===== src/rtl/uart_rx.sv =====
// UART receive stage: 2-flop synchroniser, mid-bit sampling, 8 data bits LSB first, stop check.
// Define UART_RX_PARITY_EN to add a parity bit between data and stop (sense set by PARITY_ODD).
module uart_rx #(
  parameter int CLK_PER_BIT = 260,
  parameter int CNT_W       = 9,
  parameter bit PARITY_ODD  = 1'b0
) (
  input  logic       clk,
  input  logic       reset,
  input  logic       rx,
  output logic       rx_busy,
  output logic       rx_end,
  output logic [7:0] rx_data,
  output logic       rx_err
);

  localparam logic [CNT_W-1:0] HALF = CNT_W'(CLK_PER_BIT/2 - 1);
  localparam logic [CNT_W-1:0] LAST = CNT_W'(CLK_PER_BIT - 1);

  typedef enum logic [2:0] {
    IDLE,
    START,
    DATA,
`ifdef UART_RX_PARITY_EN
    PARITY,
`endif
    STOP,
    BREAK
  } state_t;

  state_t           state, state_nx;
  logic             rx_m, rx_s;
  logic [CNT_W-1:0] div_cnt;
  logic [2:0]       bit_cnt;
  logic [7:0]       shift;
  logic             div_clr, sample, end_nx, err_nx, cnt_run, div_last;
  logic             par_err;

  always_ff @(posedge clk) begin
    if (reset) begin
      rx_m <= 1'b1;
      rx_s <= 1'b1;
    end else begin
      rx_m <= rx;
      rx_s <= rx_m;
    end
  end

  assign cnt_run  = (state != IDLE) && (state != BREAK);
  assign div_last = (div_cnt == LAST);
  assign rx_busy  = (state != IDLE);

`ifdef UART_RX_PARITY_EN
  logic par_smp;

  always_ff @(posedge clk) begin
    if (reset)              par_err <= 1'b0;
    else if (state == START) par_err <= 1'b0;
    else if (par_smp)       par_err <= (rx_s != (PARITY_ODD ? ~^shift : ^shift));
  end
`else
  logic unused_parity_odd;
  assign unused_parity_odd = PARITY_ODD;
  assign par_err = 1'b0;
`endif

  always_comb begin
    state_nx = state;
    div_clr  = 1'b0;
    sample   = 1'b0;
    end_nx   = 1'b0;
    err_nx   = 1'b0;
`ifdef UART_RX_PARITY_EN
    par_smp  = 1'b0;
`endif
    case (state)
      IDLE: if (!rx_s) begin
        state_nx = START;
        div_clr  = 1'b1;
      end
      START: if (div_cnt == HALF) begin
        div_clr  = 1'b1;
        state_nx = rx_s ? IDLE : DATA;  // high at mid-start is a glitch
      end
      DATA: if (div_last) begin
        div_clr = 1'b1;
        sample  = 1'b1;
        if (bit_cnt == 3'd7) begin
`ifdef UART_RX_PARITY_EN
          state_nx = PARITY;
`else
          state_nx = STOP;
`endif
        end
      end
`ifdef UART_RX_PARITY_EN
      PARITY: if (div_last) begin
        div_clr  = 1'b1;
        par_smp  = 1'b1;
        state_nx = STOP;
      end
`endif
      STOP: if (div_last) begin
        div_clr = 1'b1;
        if (rx_s && !par_err) begin
          end_nx   = 1'b1;
          state_nx = IDLE;
        end else begin
          err_nx   = 1'b1;
          state_nx = rx_s ? IDLE : BREAK;  // a low stop must go high before rearming
        end
      end
      BREAK: if (rx_s) state_nx = IDLE;
      default: state_nx = IDLE;
    endcase
  end

  always_ff @(posedge clk) begin
    if (reset) begin
      state   <= IDLE;
      div_cnt <= '0;
      bit_cnt <= 3'd0;
      shift   <= 8'h00;
      rx_data <= 8'h00;
      rx_end  <= 1'b0;
      rx_err  <= 1'b0;
    end else begin
      state   <= state_nx;
      div_cnt <= (div_clr || !cnt_run) ? '0 : div_cnt + 1'b1;
      if (state == START) bit_cnt <= 3'd0;
      else if (sample)    bit_cnt <= bit_cnt + 3'd1;
      if (sample) shift <= {rx_s, shift[7:1]};
      if (end_nx) rx_data <= shift;
      rx_end <= end_nx;
      rx_err <= err_nx;
    end
  end

endmodule


===== config.mk =====
export PLATFORM = sky130hd
export DESIGN_NAME = uart_rx
export DESIGN_NICKNAME = d
export VERILOG_FILES = /design/src/rtl/uart_rx.sv
export SDC_FILE = /design/constraint.sdc
export NUM_CORES = 1
export LEC_CHECK = 0
export ABC_AREA = 1
export CORE_ASPECT_RATIO = 1.1
export CORE_UTILIZATION = 55
export CTS_BUF_LIST = sky130_fd_sc_hd__clkbuf_4 sky130_fd_sc_hd__clkbuf_8 sky130_fd_sc_hd__clkbuf_16
export CTS_CLUSTER_DIAMETER = 100
export CTS_CLUSTER_SIZE = 10
export DETAILED_ROUTE_END_ITERATION = 8
export DONT_BUFFER_PORTS = 1
export GPL_ROUTABILITY_DRIVEN = 1
export PLACE_DENSITY = 0.74
export SLEW_MARGIN = 20
export SYNTH_ARGS = -nofsm -noshare
export SYNTH_HDL_FRONTEND = slang
export SYNTH_SLANG_ARGS = --single-unit

===== constraint.sdc =====
create_clock -name clk -period 1.6 [get_ports clk]
set_input_delay 0.32 -clock clk [delete_from_list [all_inputs] [get_ports clk]]
set_output_delay 0.32 -clock clk [all_outputs]
set_load 0.01 [all_outputs]

## After elaboration in Yosys (flattened, before gate mapping)

Cells that the tools add are included.

| word-level totals | value |
|---|---|
| bits in registers | 35 |
| latch bits | 0 |
| bits in writable memories | 0 |
| ROM bits | 0 |
| input bits | 3 |
| output and inout bits | 11 |
| logic and storage cells | 54 |
| memories kept | 0 |

| operators by class | value |
|---|---|
| add/subtract/negate cells | 2 |
| multipliers | 0 |
| divide/modulo/power cells | 0 |
| magnitude comparators | 0 |
| eq/ne operators | 14 |
| shift operators | 0 |
| muxes and demuxes | 17 |
| bitwise gates (word level) | 2 |
| reduce and logical (&&, ||, !) cells | 10 |

Operator list:

| kind | count |
|---|---|
| $mux 3 | 7 |
| $pmux 3 s5 | 1 |
| $ne 2x2->1 const B | 6 |
| $add 9x1->9 const B | 1 |
| $eq 9x8->1 const B | 1 |
| $eq 9x9->1 const B | 1 |
| $mux 1 | 7 |
| $eq 3x2->1 const B | 2 |
| $eq 3x3->1 const B | 2 |
| $reduce_and 6->1 | 1 |
| $reduce_or 2->1 | 3 |
| $add 3x1->3 const B | 1 |
| $eq 3x1->1 const B | 1 |
| $logic_not 3->1 | 1 |
| $ne 3x3->1 const B | 1 |
| $pmux 1 s3 | 1 |
| $reduce_bool 3->1 | 1 |
| $reduce_or 3->1 | 1 |
| $mux 2 | 1 |
| $not 1->1 | 2 |
| $logic_and 1x1->1 | 1 |
| $logic_not 1->1 | 1 |
| $logic_or 1x1->1 | 1 |

## Logic depth before layout (Yosys ltp)

| logic depth | value |
|---|---|
| word-level depth | 5 |
| depth in mapped cells | 10 |

## Worst setup path after synthesis

OpenSTA, ideal clock, no wires.

| timing | value |
|---|---|
| path type | register -> register |
| from | register div_cnt[0] |
| to | register rx_data[0] |
| arrival | 1.343 ns |
| setup slack | 0.141 ns |
| stages on the path, launching flop included | 9 |
| buffers on the path | 0 |
| clock period less this slack | 1.459 ns |
| path through | dfxtp_1 -> ha_1 -> nand2_1 -> nor2_2 -> nand2_4 -> nor3_4 -> inv_4 -> nor2_1 -> nor2_1 |

| on the way | value |
|---|---|
| word-level cells in the longest chain between the ends | 3 |

Ends and longest elaborated chain:

| what | RTL line | source |
|---|---|---|
| from (decl) | 33 | `logic [CNT_W-1:0] div_cnt;` |
| from (signal assigned) | 129 | `div_cnt <= (div_clr \|\| !cnt_run) ? '0 : div_cnt + 1'b1;` |
| $eq 9x9->1 | 50 | `assign div_last = (div_cnt == LAST);` |
| $mux 1 | 103 | `STOP: if (div_last) begin` |
| $mux 1 | 76 | `case (state)` |
| to (signal assigned) | 133 | `if (end_nx) rx_data <= shift;` |
| to (decl) | 13 | `output logic [7:0] rx_data,` |

No other way between the ends.
A chain may end at the register's enable or synchronous reset.

## Worst setup path after layout

| timing | value |
|---|---|
| from | register state[0] |
| to | output port rx_busy |

| on the way | value |
|---|---|
| word-level cells in the longest chain between the ends | 1 |

Ends and longest elaborated chain:

| what | RTL line | source |
|---|---|---|
| from (decl) | 31 | `state_t state, state_nx;` |
| from (signal assigned) | 128 | `state <= state_nx;` |
| $reduce_bool 3->1 | 51 | `assign rx_busy = (state != IDLE);` |
| to (decl) | 11 | `output logic rx_busy,` |

No other way between the ends.

==> results by group <==
Status
  • Outcome: complete, no violations

Floorplanning
  • Core area: 2540 µm²
  • Initial Util: 59.0%
  • Die height: 56.8 µm
  • Die X: 51.8 µm
  • Core Rows: 19
  • Ports: 14
  • Full die area: 2940 µm²

Synthesis
  • Largest family of logic cells by synthesized area: simple AND/OR/NAND/NOR gates
  • Post-synth top area cell: dfxtp_1
  • Post-synth cell types: 27
  • Post-Synth XOR/XNOR Area: 2.92%
  • Flops & latches, synth: 35
  • Synth Warn #: 0
  • Synthesized area per cell: 7.62 µm²
  • Synth Area in Compound Gates: 8.26%
  • Post-synthesis sequential area ratio: 46.7%
  • Adder-cell share of the synthesized area: 3.34%
  • Post-synth top area share: 46.7%
  • Main area contributors after synthesis: dfxtp_1, nor2_1, nand2_1, o21ai_0, inv_1
  • Syn_nets: 204
  • Multiplexer share of the synthesized area: 0%
  • Simple-gate share of the synthesized area: 32.6%
  • Syn Std Cell Area: 1500 µm²
  • Post-Synthesis Cells: 197

Setup path
  • R2r endpoint: rx_data[2]$_SDFFE_PP0P_
  • RR Startpoint: div_cnt[1]$_SDFF_PP0_
  • WP data arrival: 1.18 ns
  • Kind of critical path: reg -> out
  • Crit Path Max Fanout: 8
  • Reg2reg setup slack: 0.11 ns
  • Worst Setup EP: rx_busy
  • Critical path required time: 1.28 ns
  • Type of origin of the critical path: flip-flop
  • CP startpoint: state[0]$_SDFFE_PP0P_
  • Worst Reg-to-Reg Cells: 8
  • CP Capture Type: output pin

Clocking
  • CTS Sinks: 35
  • CTS tree: yes
  • Total CTS buffers: 5
  • Maximum buffer depth of the clock tree: 2
  • Clock root cell: clkbuf_4
  • Htree depth: 2
  • Clock transition at path regs: 0.11 ns
  • Clk_lat worst skew: 0.35 ns

Global routing
  • Gr usage total: 23.0%
  • GR Overflow Total: 0
  • Largest net degree at the start of global routing: 16
  • Vias in the first global route: 1156
  • Initial antenna violation count: 0
  • First-pass GRT wire length: 5.01 mm

STA
  • Final TNS setup: 0 ns
  • Slew Viols, Final: 0
  • Max_slew headroom: 71.7%
  • Final setup violating endpoints: 0
  • Clock Skew: 0.0155 ns
  • Fmax: 665 MHz
  • Tightest Pin Transition: 0.424 ns
  • Worst setup margin: 0.0960 ns
  • Post-route minimum period: 1.50 ns
  • Final period utilization: 94.0%
  • Final Hold Fails: 0

Final layout
  • Nets: 213
  • Synthesis-to-layout area growth: 10.3%
  • Highest-count cells in the layout ignoring fill and taps: nor2_1, dfxtp_1, nand2_1
  • Share of cells above drive strength 1: 18.4%
  • Final Util: 65.0%
  • Fin cells: 238
  • Commonest non-fill, non-tap cell in the layout: nor2_1
  • Ant. Diodes: 0
  • # fillers: 214
  • Final Instance Area: 1650 µm²

Pwr
  • VDD IR max: 0.900 mV
  • Pwr per Cell Area: 1200 nW/µm²
  • Leakage: 0.756 nW

Route
  • Total wire length: 3.00 mm
  • Iter 0 DRT Violations: 47
  • Vias/cell: 5.26
  • Post-DRT Antenna Nets: 0
  • DR DRC count: 0
  • Vias: 1251
  • Router iterations before antenna repair: 4
  • DR WL/cell: 12.6 µm

Min path
  • Hold Path Class: in -> reg
  • Hold_sp: reset

Placement
  • Final HPWL DP: 2.00 mm
  • Dpl cells: 228
  • Placed Area: 1550 µm²
  • PortBufs: 0
  • GP Congestion: 0.838
  • Dpl ws: 0.0508 ns

Run
  • Max Cap Viol: 0
-- stage by stage --
step | hold WS [ns] | total power [mW]
floorplan | 0.389 | 1.40
global placement | 0.397 | 1.48
detailed placement | 0.400 | 1.50
CTS | 0.0313 | 1.97
global route | 0.0290 | 2.09
finish | 0.0442 | 1.98
-- state kept, by name, summed over array words and instances (netlist names) --
register,flops
rx_m,1
state,3
rx_data,8
div_cnt,9
rx_err,1
rx_s,1
bit_cnt,3
rx_end,1
shift,8
-- kinds of logic after synthesis --
family / count (synthesis)
compound gates: 23
xor+xnor: 5
fa+ha+maj: 4
buf+inv: 23
flops: 35
simple gates: 107
-- final cells by class --
cell class              count  area (µm²)  share of cell area [%]
clock buffers               5        37.5                    2.27
clock inverters             3        20.0                    1.21
inverters                  19        73.8                    4.46
multi-input cells         139         727                    43.9
flip-flops and latches     35         708                    42.8
well taps                  31        38.8                    2.34
repair buffers              6        48.8                    2.95
-- Yosys cell counts, drive strengths merged --
cell	count
nor3	5
dfxtp	35
xnor2	1
ha	4
or2	2
nand2	29
xor2	4
buf	2
inv	19
nand3	8
o21ai	18
nand3b	1
o22ai	1
nor2	59
o211ai	1
a21oi	3
clkbuf	2
nand4	3
-- timing repair --
item / in CTS / in global routing
buffers inserted: 0 / 2
hold buffers: 0 / 0
resized for setup: 0 / 10
endpoints found under the setup margin: 0 / 19
-- power by group --
group	switching, mW	leakage [nW]	internal [mW]	total, mW
sequential	0.0716	0.285	0.923	0.995
clock	0.311	0.0272	0.168	0.478
combinational	0.353	0.444	0.155	0.508
-- critical path: stages (launching register included) --
cell,delay (ns)
dfxtp_1,0.43
nor2_1,0.27
nand2_1,0.15
-- metal layers --
metal,part of all wire [%],track usage (%)
met2,48,35.3
met4,1.3,8.49
met1,45,29.1
met3,5.4,8.67
met5,0,0
-- worst min path at each step --
stage	endpoint	depth (start not counted)
floorplan	rx_s$_SDFF_PP1_	1
global placement	rx_s$_SDFF_PP1_	1
detailed placement	rx_s$_SDFF_PP1_	1
CTS	rx_end$_SDFF_PP0_	1
global route	rx_end$_SDFF_PP0_	1
finish	rx_end$_SDFF_PP0_	1
Power figures use the tool's default switching activity.
